[src/rtl/uart_rx_fifo_if.sv]
// Host-side bundle of the UART receive FIFO: write strobe/data, FWFT read, status flags.
// level/almost_full exist only when RX_FIFO_LEVEL_EN is defined.
interface uart_rx_fifo_if #(
  parameter int DBIT = 8
`ifdef RX_FIFO_LEVEL_EN
  ,
  parameter int ADDR_W = 4
`endif
);
  logic            wr;
  logic [DBIT-1:0] w_data;
  logic            rd;
  logic [DBIT-1:0] r_data;
  logic            empty;
  logic            full;
  logic            overflow;
  logic            ovf_clr;
`ifdef RX_FIFO_LEVEL_EN
  logic [ADDR_W:0] level;
  logic            almost_full;
`endif

  modport master (
    output wr, w_data, rd, ovf_clr,
    input  r_data, empty, full, overflow
`ifdef RX_FIFO_LEVEL_EN
    ,
    input  level, almost_full
`endif
  );

  modport slave (
    input  wr, w_data, rd, ovf_clr,
    output r_data, empty, full, overflow
`ifdef RX_FIFO_LEVEL_EN
    ,
    output level, almost_full
`endif
  );
endinterface

[src/rtl/uart_rx_fifo.sv]
// UART receive FIFO: circular register array, first-word-fall-through read, write-to-read latency 1 cycle.
// No backpressure: a write while full is dropped and sets sticky overflow; RX_FIFO_LEVEL_EN adds level/almost_full.
module uart_rx_fifo #(
  parameter int DBIT     = 8,
  parameter int ADDR_W   = 4,
  parameter int AF_LEVEL = 12
) (
  input  logic          clk,
  input  logic          reset,
  uart_rx_fifo_if.slave bus
);
  localparam int DEPTH = 2 ** ADDR_W;
  localparam logic [ADDR_W:0] FULL_CNT = (ADDR_W + 1)'(DEPTH);

  logic [DBIT-1:0]   mem_q [DEPTH];
  logic [ADDR_W-1:0] wr_ptr_q, wr_ptr_d;
  logic [ADDR_W-1:0] rd_ptr_q, rd_ptr_d;
  logic [ADDR_W:0]   count_q, count_d;
  logic              overflow_q, overflow_d;
  logic              is_empty, is_full;
  logic              push, pop, drop;

  assign is_empty = (count_q == '0);
  assign is_full  = (count_q == FULL_CNT);

  always_comb begin
    // A simultaneous read frees the slot, so a full FIFO still accepts the write.
    push       = bus.wr && (!is_full || bus.rd);
    pop        = bus.rd && !is_empty;
    drop       = bus.wr && is_full && !bus.rd;
    wr_ptr_d   = wr_ptr_q;
    rd_ptr_d   = rd_ptr_q;
    count_d    = count_q;
    overflow_d = overflow_q;
    if (push) wr_ptr_d = wr_ptr_q + 1'b1;
    if (pop)  rd_ptr_d = rd_ptr_q + 1'b1;
    case ({push, pop})
      2'b10:   count_d = count_q + 1'b1;
      2'b01:   count_d = count_q - 1'b1;
      default: count_d = count_q;
    endcase
    // A drop in the same cycle as a clear keeps the flag set.
    if (drop)             overflow_d = 1'b1;
    else if (bus.ovf_clr) overflow_d = 1'b0;
  end

  always_ff @(posedge clk or posedge reset) begin
    if (reset) begin
      wr_ptr_q   <= '0;
      rd_ptr_q   <= '0;
      count_q    <= '0;
      overflow_q <= 1'b0;
    end else begin
      wr_ptr_q   <= wr_ptr_d;
      rd_ptr_q   <= rd_ptr_d;
      count_q    <= count_d;
      overflow_q <= overflow_d;
    end
  end

  always_ff @(posedge clk) begin
    if (push) mem_q[wr_ptr_q] <= bus.w_data;
  end

  assign bus.r_data   = mem_q[rd_ptr_q];
  assign bus.empty    = is_empty;
  assign bus.full     = is_full;
  assign bus.overflow = overflow_q;

`ifdef RX_FIFO_LEVEL_EN
  localparam logic [ADDR_W:0] AF_CNT = (ADDR_W + 1)'(AF_LEVEL);
  assign bus.level       = count_q;
  assign bus.almost_full = (count_q >= AF_CNT);
`else
  logic unused_af_level;
  assign unused_af_level = (AF_LEVEL != 0);
`endif
endmodule

[src/flat_wrapper.sv]
// flat-port wrapper written by rule: the top's interface ports become plain ports
module uart_rx_fifo_flat 
#(
  parameter int DBIT     = 8,
  parameter int ADDR_W   = 4,
  parameter int AF_LEVEL = 12
)
  (clk, reset, bus_wr, bus_w_data, bus_rd, bus_ovf_clr, bus_r_data, bus_empty, bus_full, bus_overflow);
  uart_rx_fifo_if #(.DBIT(DBIT)) bus_i ();
  input  logic clk;
  input  logic reset;
  input wire logic [$bits(bus_i.wr)-1:0] bus_wr;
  input wire logic [$bits(bus_i.w_data)-1:0] bus_w_data;
  input wire logic [$bits(bus_i.rd)-1:0] bus_rd;
  input wire logic [$bits(bus_i.ovf_clr)-1:0] bus_ovf_clr;
  output wire logic [$bits(bus_i.r_data)-1:0] bus_r_data;
  output wire logic [$bits(bus_i.empty)-1:0] bus_empty;
  output wire logic [$bits(bus_i.full)-1:0] bus_full;
  output wire logic [$bits(bus_i.overflow)-1:0] bus_overflow;
  assign bus_i.wr = bus_wr;
  assign bus_i.w_data = bus_w_data;
  assign bus_i.rd = bus_rd;
  assign bus_i.ovf_clr = bus_ovf_clr;
  assign bus_r_data = bus_i.r_data;
  assign bus_empty = bus_i.empty;
  assign bus_full = bus_i.full;
  assign bus_overflow = bus_i.overflow;
  uart_rx_fifo #(.DBIT(DBIT), .ADDR_W(ADDR_W), .AF_LEVEL(AF_LEVEL)) u_core (.clk(clk), .reset(reset), .bus(bus_i));
endmodule
[config.mk]
export PLATFORM = sky130hd
export DESIGN_NAME = uart_rx_fifo_flat
export DESIGN_NICKNAME = d
export VERILOG_FILES = /design/src/rtl/uart_rx_fifo_if.sv /design/src/rtl/uart_rx_fifo.sv /design/src/flat_wrapper.sv
export SDC_FILE = /design/constraint.sdc
export NUM_CORES = 1
export LEC_CHECK = 0
export ABC_AREA = 0
export CAP_MARGIN = 20
export CORE_ASPECT_RATIO = 1.5
export CORE_MARGIN = 4
export CORE_UTILIZATION = 45
export DETAILED_ROUTE_END_ITERATION = 8
export SETUP_SLACK_MARGIN = 0.5
export SKIP_CTS_REPAIR_TIMING = 1
export SLEW_MARGIN = 20
export SYNTH_ARGS = -nofsm -noshare
export SYNTH_HDL_FRONTEND = slang
export SYNTH_SLANG_ARGS = --single-unit
[constraint.sdc]
create_clock -name clk -period 3.65 [get_ports clk]
set_clock_uncertainty 0.15 [all_clocks]
set_input_delay 0.73 -clock clk [delete_from_list [all_inputs] [get_ports clk]]
set_output_delay 0.73 -clock clk [all_outputs]
set_load 0.02 [all_outputs]
; Word level (Yosys, flattened, before mapping)
; Memories as Yosys holds them, arrays and structs flattened.
; Cells that the tools add are included.
[op_classes]
mux = 5
n_eq_ne = 3
n_addsub = 4
n_reduce_logical = 11
[op_table]
columns = op, n
row1 = case mux 5 bit (2 select lines), 1
row2 = "adder 4 x 1 -> 4 bit, second input constant", 2
row3 = "adder 5 x 1 -> 5 bit, second input constant", 1
row4 = "equality test 5 bit, second input constant", 1
row5 = zero test 5 bit, 1
row6 = "subtractor 5 x 1 -> 5 bit, second input constant", 1
row7 = logical AND 1 bit, 4
row8 = two-way mux 1 bit, 4
row9 = nonzero test 2 bit, 2
row10 = zero test 1 bit, 3
row11 = "equality test 2 x 1 -> 1 bit, second input constant", 1
row12 = "equality test 2 bit, second input constant", 1
row13 = logical OR 1 bit, 1
[totals]
out_inout_bits = 11
inputBits = 13
ram_bits = 128
regBits = 14
n_memories = 1
[memory_table]
columns = name, depth, width, read_ports, rd_ports_with_merged_regs, wr, line_no
row1 = u_core.mem_q, 16, 8, 1, 0, 1, uart_rx_fifo.sv:15  ; logic [DBIT-1:0] mem_q [DEPTH];

; Depth between registers and ports, before layout
[depth]
depth_word = 6
depth_mapped = 9
ltp_nobuf = 9

; Worst setup path after synthesis
; OpenSTA, ideal clock, no wires.
[synth_timing]
path_kind = reg2reg
from = register u_core.count_q[0]
to = register u_core.count_q[4]
stages_incl_launch_ff = 9
n_path_buf = 0
slack_ps = 845
synth_period_minus_slack_ps = 2805
arrival_time_ps = 2575
path_cell_list = dfrtp_1 or4_4 o21a_1 ha_1 fa_1 a21o_1 a21oi_1 mux2i_1 xnor2_1
[synth_via]
elab_cells_between_ends = 13
classes_between = 2 x add/sub / 3 x eq/ne / 1 x mux / 7 x reduce/logical
[synth_lines]
columns = element, line_no
row1 = "start, declared", uart_rx_fifo.sv:18  ; logic [ADDR_W:0] count_q, count_d;
row2 = "start signal, assigned", uart_rx_fifo.sv:56  ; count_q <= count_d;
row3 = zero test 5 bit *, uart_rx_fifo.sv:23  ; assign is_empty = (count_q == '0);
row4 = zero test 1 bit *, uart_rx_fifo.sv:29  ; pop = bus.rd && !is_empty;
row5 = logical AND 1 bit *, uart_rx_fifo.sv:29
row6 = net u_core.pop, uart_rx_fifo.sv:21  ; logic push, pop, drop;
row7 = equality test 2 x 1 -> 1 bit or equality test 2 bit (tied branches), uart_rx_fifo.sv:37  ; case ({push, pop})
row8 = case mux 5 bit (2 select lines) or nonzero test 2 bit (tied branches), n/a
; The timed path passes the listed nets; every way through them passes the cells marked *.
; A chain may end at the register's enable or synchronous reset.

; Final worst setup path
[layout_timing]
from = register u_core.rd_ptr_q[2]
to = output port bus_r_data[7]
[layout_via]
elab_chain_len = 1
[layout_rtl]
columns = element, line_no
row1 = "start, declared", uart_rx_fifo.sv:17  ; logic [ADDR_W-1:0] rd_ptr_q, rd_ptr_d;
row2 = "start signal, assigned", uart_rx_fifo.sv:55  ; rd_ptr_q <= rd_ptr_d;
row3 = memory (16 x 8 bit), n/a
row4 = "end, declared", flat_wrapper.sv:16  ; output wire logic [$bits(bus_i.r_data)-1:0] bus_r_data;
; Every way passes these cells.

==> metrics.md <==
| Metric | Value |
|---|---|
| Worst reg2reg startpoint | u_core.count_q[0] |
| Post-Route WL | approximately 12000 µm |
| CTS tree | done |
| Slowest library cell on the worst path | dfrtp_1 |
| Commonest non-fill, non-tap cells in the layout | 128 x edfxtp_1, 31 x mux2i_1, 18 x clkbuf_16 |
| Slew headroom | 0.580 |
| Post-synth EDFFs | 128 |
| Initial antenna violation count | 0 |
| Critical path launch point | u_core.rd_ptr_q[2] |
| Root buf cell | clkbuf_16 |
| Die Area | 14700 µm² |
| CTS max path bufs | 2 |
| Port bufs | 23 |
| Die X-Extent | between 100 and 150 µm |
| Synth Instances | 320 |
| Seq/Total Area, Yosys | 0.727 |
| Final Hold Fails | 0 |
| CP max FO | 11 |
| Final hold slack | about 380 ps |
| WL/cell | 22.6 µm |
| Cell variety after synth | 32 |
| Worst Path Arrival | 2210 ps |
| Reg clk slew, reported paths | 60 ps |
| CTS Buf Count | 17 |
| Top_reg_cell synth | edfxtp_1 |
| P_leak | 2.50 nW |
| FILL cells | 978 |
| Grt ovf | 0 |
| PnR Total Power | approximately 5.8 mW |
| Final TNS setup | 0 ps |
| Status | finished clean |
| FMAX | 323 MHz |
| Setup crit end | bus_r_data[7] |
| Final setup margin | around 560 ps |
| Post-place setup slack | roughly 450 ps |
| Met3 routed wirelength | between 400 and 500 µm |
| Crit-path most repeated cell | buf_4 |
| Diode count | 0 |
| # setup viols final | 0 |
| Min cycle time layout | between 3000 and 4000 ps |
| Layout cell share with drive strength beyond 1 | 0.255 |
| CP peak stage delay | around 380 ps |
| PwrDens | 836 nW/µm² |
| Worst slew pin tran | around 630 ps |
| H-tree Lvls | 4 |
| Peak VDD IR | 0.000391 V |
| Final worst path period share | 0.847 |
| Vias in the first global route | around 3100 |
| Avg Vias per Cell | between 5 and 6 |
| First-iteration detailed-routing DRC count | 137 |
| Nets | between 300 and 400 |
| Top sig layer | met4 |
| R2R setup slack | between 600 and 700 ps |
| Asr flop ratio synth | 0.0986 |
| Post-Syn Area | 5770 µm² |
| Reg2reg path depth | 8 |
| RSZ-0062 raised after global routing | yes |
| Synthesis-to-layout area growth | 20.9% |
| CP Capture Type | output pin |
| DRT Pass-1 Iters | 5 |
| # rows | 50 |
| Reg2Reg Capture Point | u_core.count_q[4] |
| Met2 WL | between 6000 and 7000 µm |
| Crit Path Class | flop to output pin |
| Synthesized Nets | 343 |
| GPL Wtd Cong | just under 0.8 |
| Tot GR Track Use | 0.170 |
| Worst-Skew Late Latency | between 400 and 500 ps |
| Global-route wire length before repair | 17900 µm |
| Crit start category | flop |
| Crit-path cells | buf_4 > and2_2 > buf_4 > a221oi_2 > a22oi_1 > nand2_1 > dlymetal6s2s_1 |
| Hold Path Class | flop to flop |
| DRT antenna net count | 0 |
| Via count | slightly below 3000 |
| Synth warn | 0 |
| DRC violations left | 0 |
| Wl on met1 | 4760 µm |
| Largest net degree at the start of global routing | 36 |
| Core Area | roughly 13000 µm² |
| Mapped Avg Cell Area | roughly 18 µm² |
| Required time of the critical path | 2770 ps |
| IO Count | 24 |
| Yosys reg bits | 142 |
| Max cap viols | 0 |
| Die Y | 147 µm |
| DP Wirelength | roughly 7700 µm |
| Initial core utilization | 0.461 |
| Commonest non-fill, non-tap cell in the layout | edfxtp_1 |
| Max-slew violation count | 0 |
| Clock sink count | around 140 |
-- metal layers --
metal  global-route usage  up-vias
met1                0.204     1499
met4               0.0722        0
li1                     -     1359
met5                    0        -
met3               0.0489       21
met2                0.284       75
-- logic make-up (layout without fill, tap and decap cells) --
logic type | Yosys count | count (layout) | share of synthesized area
compound gates | 42 | 42 | 0.0538
xor+xnor | 10 | 10 | 0.0152
fa+ha+maj | 10 | 10 | 0.0230
buf+inv | 22 | 75 | 0.0163
flops | 142 | 142 | 0.727
mux | 51 | 51 | 0.124
simple gates | 43 | 43 | 0.0416
-- state kept, by name, summed over array words and instances (netlist names) --
register / count
u_core.wr_ptr_q: 4
u_core.bus.overflow: 1
u_core.mem_q: 128
u_core.rd_ptr_q: 4
u_core.count_q: 5
-- per-stage QoR --
stage	instances	util	instance area, µm²
2_1_floorplan	320	-	5770
3_3_place_gp	491	0.496	6210
3_5_place_dp	491	0.496	6210
4_1_cts	523	0.542	6790
5_1_grt	529	0.558	6980
6_report	529	0.558	6980
-- cell type report --
| cell class | instances | area [µm²] | area share |
|---|---|---|---|
| clock inverters | 15 | 151 | 0.0217 |
| flip-flops and latches | 142 | 4200 | 0.601 |
| well taps | 156 | 195 | 0.0280 |
| inverters | 7 | 26.3 | 0.00377 |
| repair buffers | 36 | 377 | 0.0540 |
| clock buffers | 17 | 425 | 0.0610 |
| multi-input cells | 156 | 1610 | 0.230 |
-- worst min path at each step --
stage                       from                 to  slack, ps  cells past startpoint
2_1_floorplan  u_core.count_q[3]  u_core.count_q[3]        330                      2
3_3_place_gp   u_core.count_q[3]  u_core.count_q[3]        370                      2
3_5_place_dp   u_core.count_q[3]  u_core.count_q[3]        360                      2
4_1_cts        u_core.count_q[3]  u_core.count_q[3]        380                      2
5_1_grt        u_core.count_q[3]  u_core.count_q[3]        400                      2
6_report       u_core.count_q[4]  u_core.count_q[4]        380                      1
-- report_power, final --
part | switching [mW] | internal (mW)
logic | 1.13 | 0.912
clock network | 0.712 | 0.959
registers | 0.116 | 2.00
-- worst max-delay path, delay by kind of cell, from the launching register on --
| kind | cells | cell delay, ps |
|---|---|---|
| buffers and inverters | 3 | 630 |
| AO/OA/AOI/OAI | 2 | 430 |
| flip-flops | 1 | 380 |
| AND/OR/NAND/NOR | 2 | 350 |
-- synth_stat cells (3+ instances only) --
| cell | n | area [µm²] |
|---|---|---|
| edfxtp_1 | 128 | 3840 |
| mux2i_1 | 33 | 330 |
| and2_1 | 17 | 106 |
| a221oi_1 | 16 | 140 |
| mux4_2 | 16 | 360 |
| dfrtp_1 | 14 | 350 |
| nand2_1 | 13 | 48.8 |
| o21ai_0 | 12 | 60.1 |
| buf_2 | 9 | 45.0 |
| ha_1 | 9 | 113 |
| a22oi_1 | 8 | 60.1 |
| xnor2_1 | 8 | 70.1 |
| inv_1 | 6 | 22.5 |
| clkbuf_1 | 5 | 18.8 |
| nor2_1 | 3 | 11.3 |
Power figures use the tool's default switching activity.
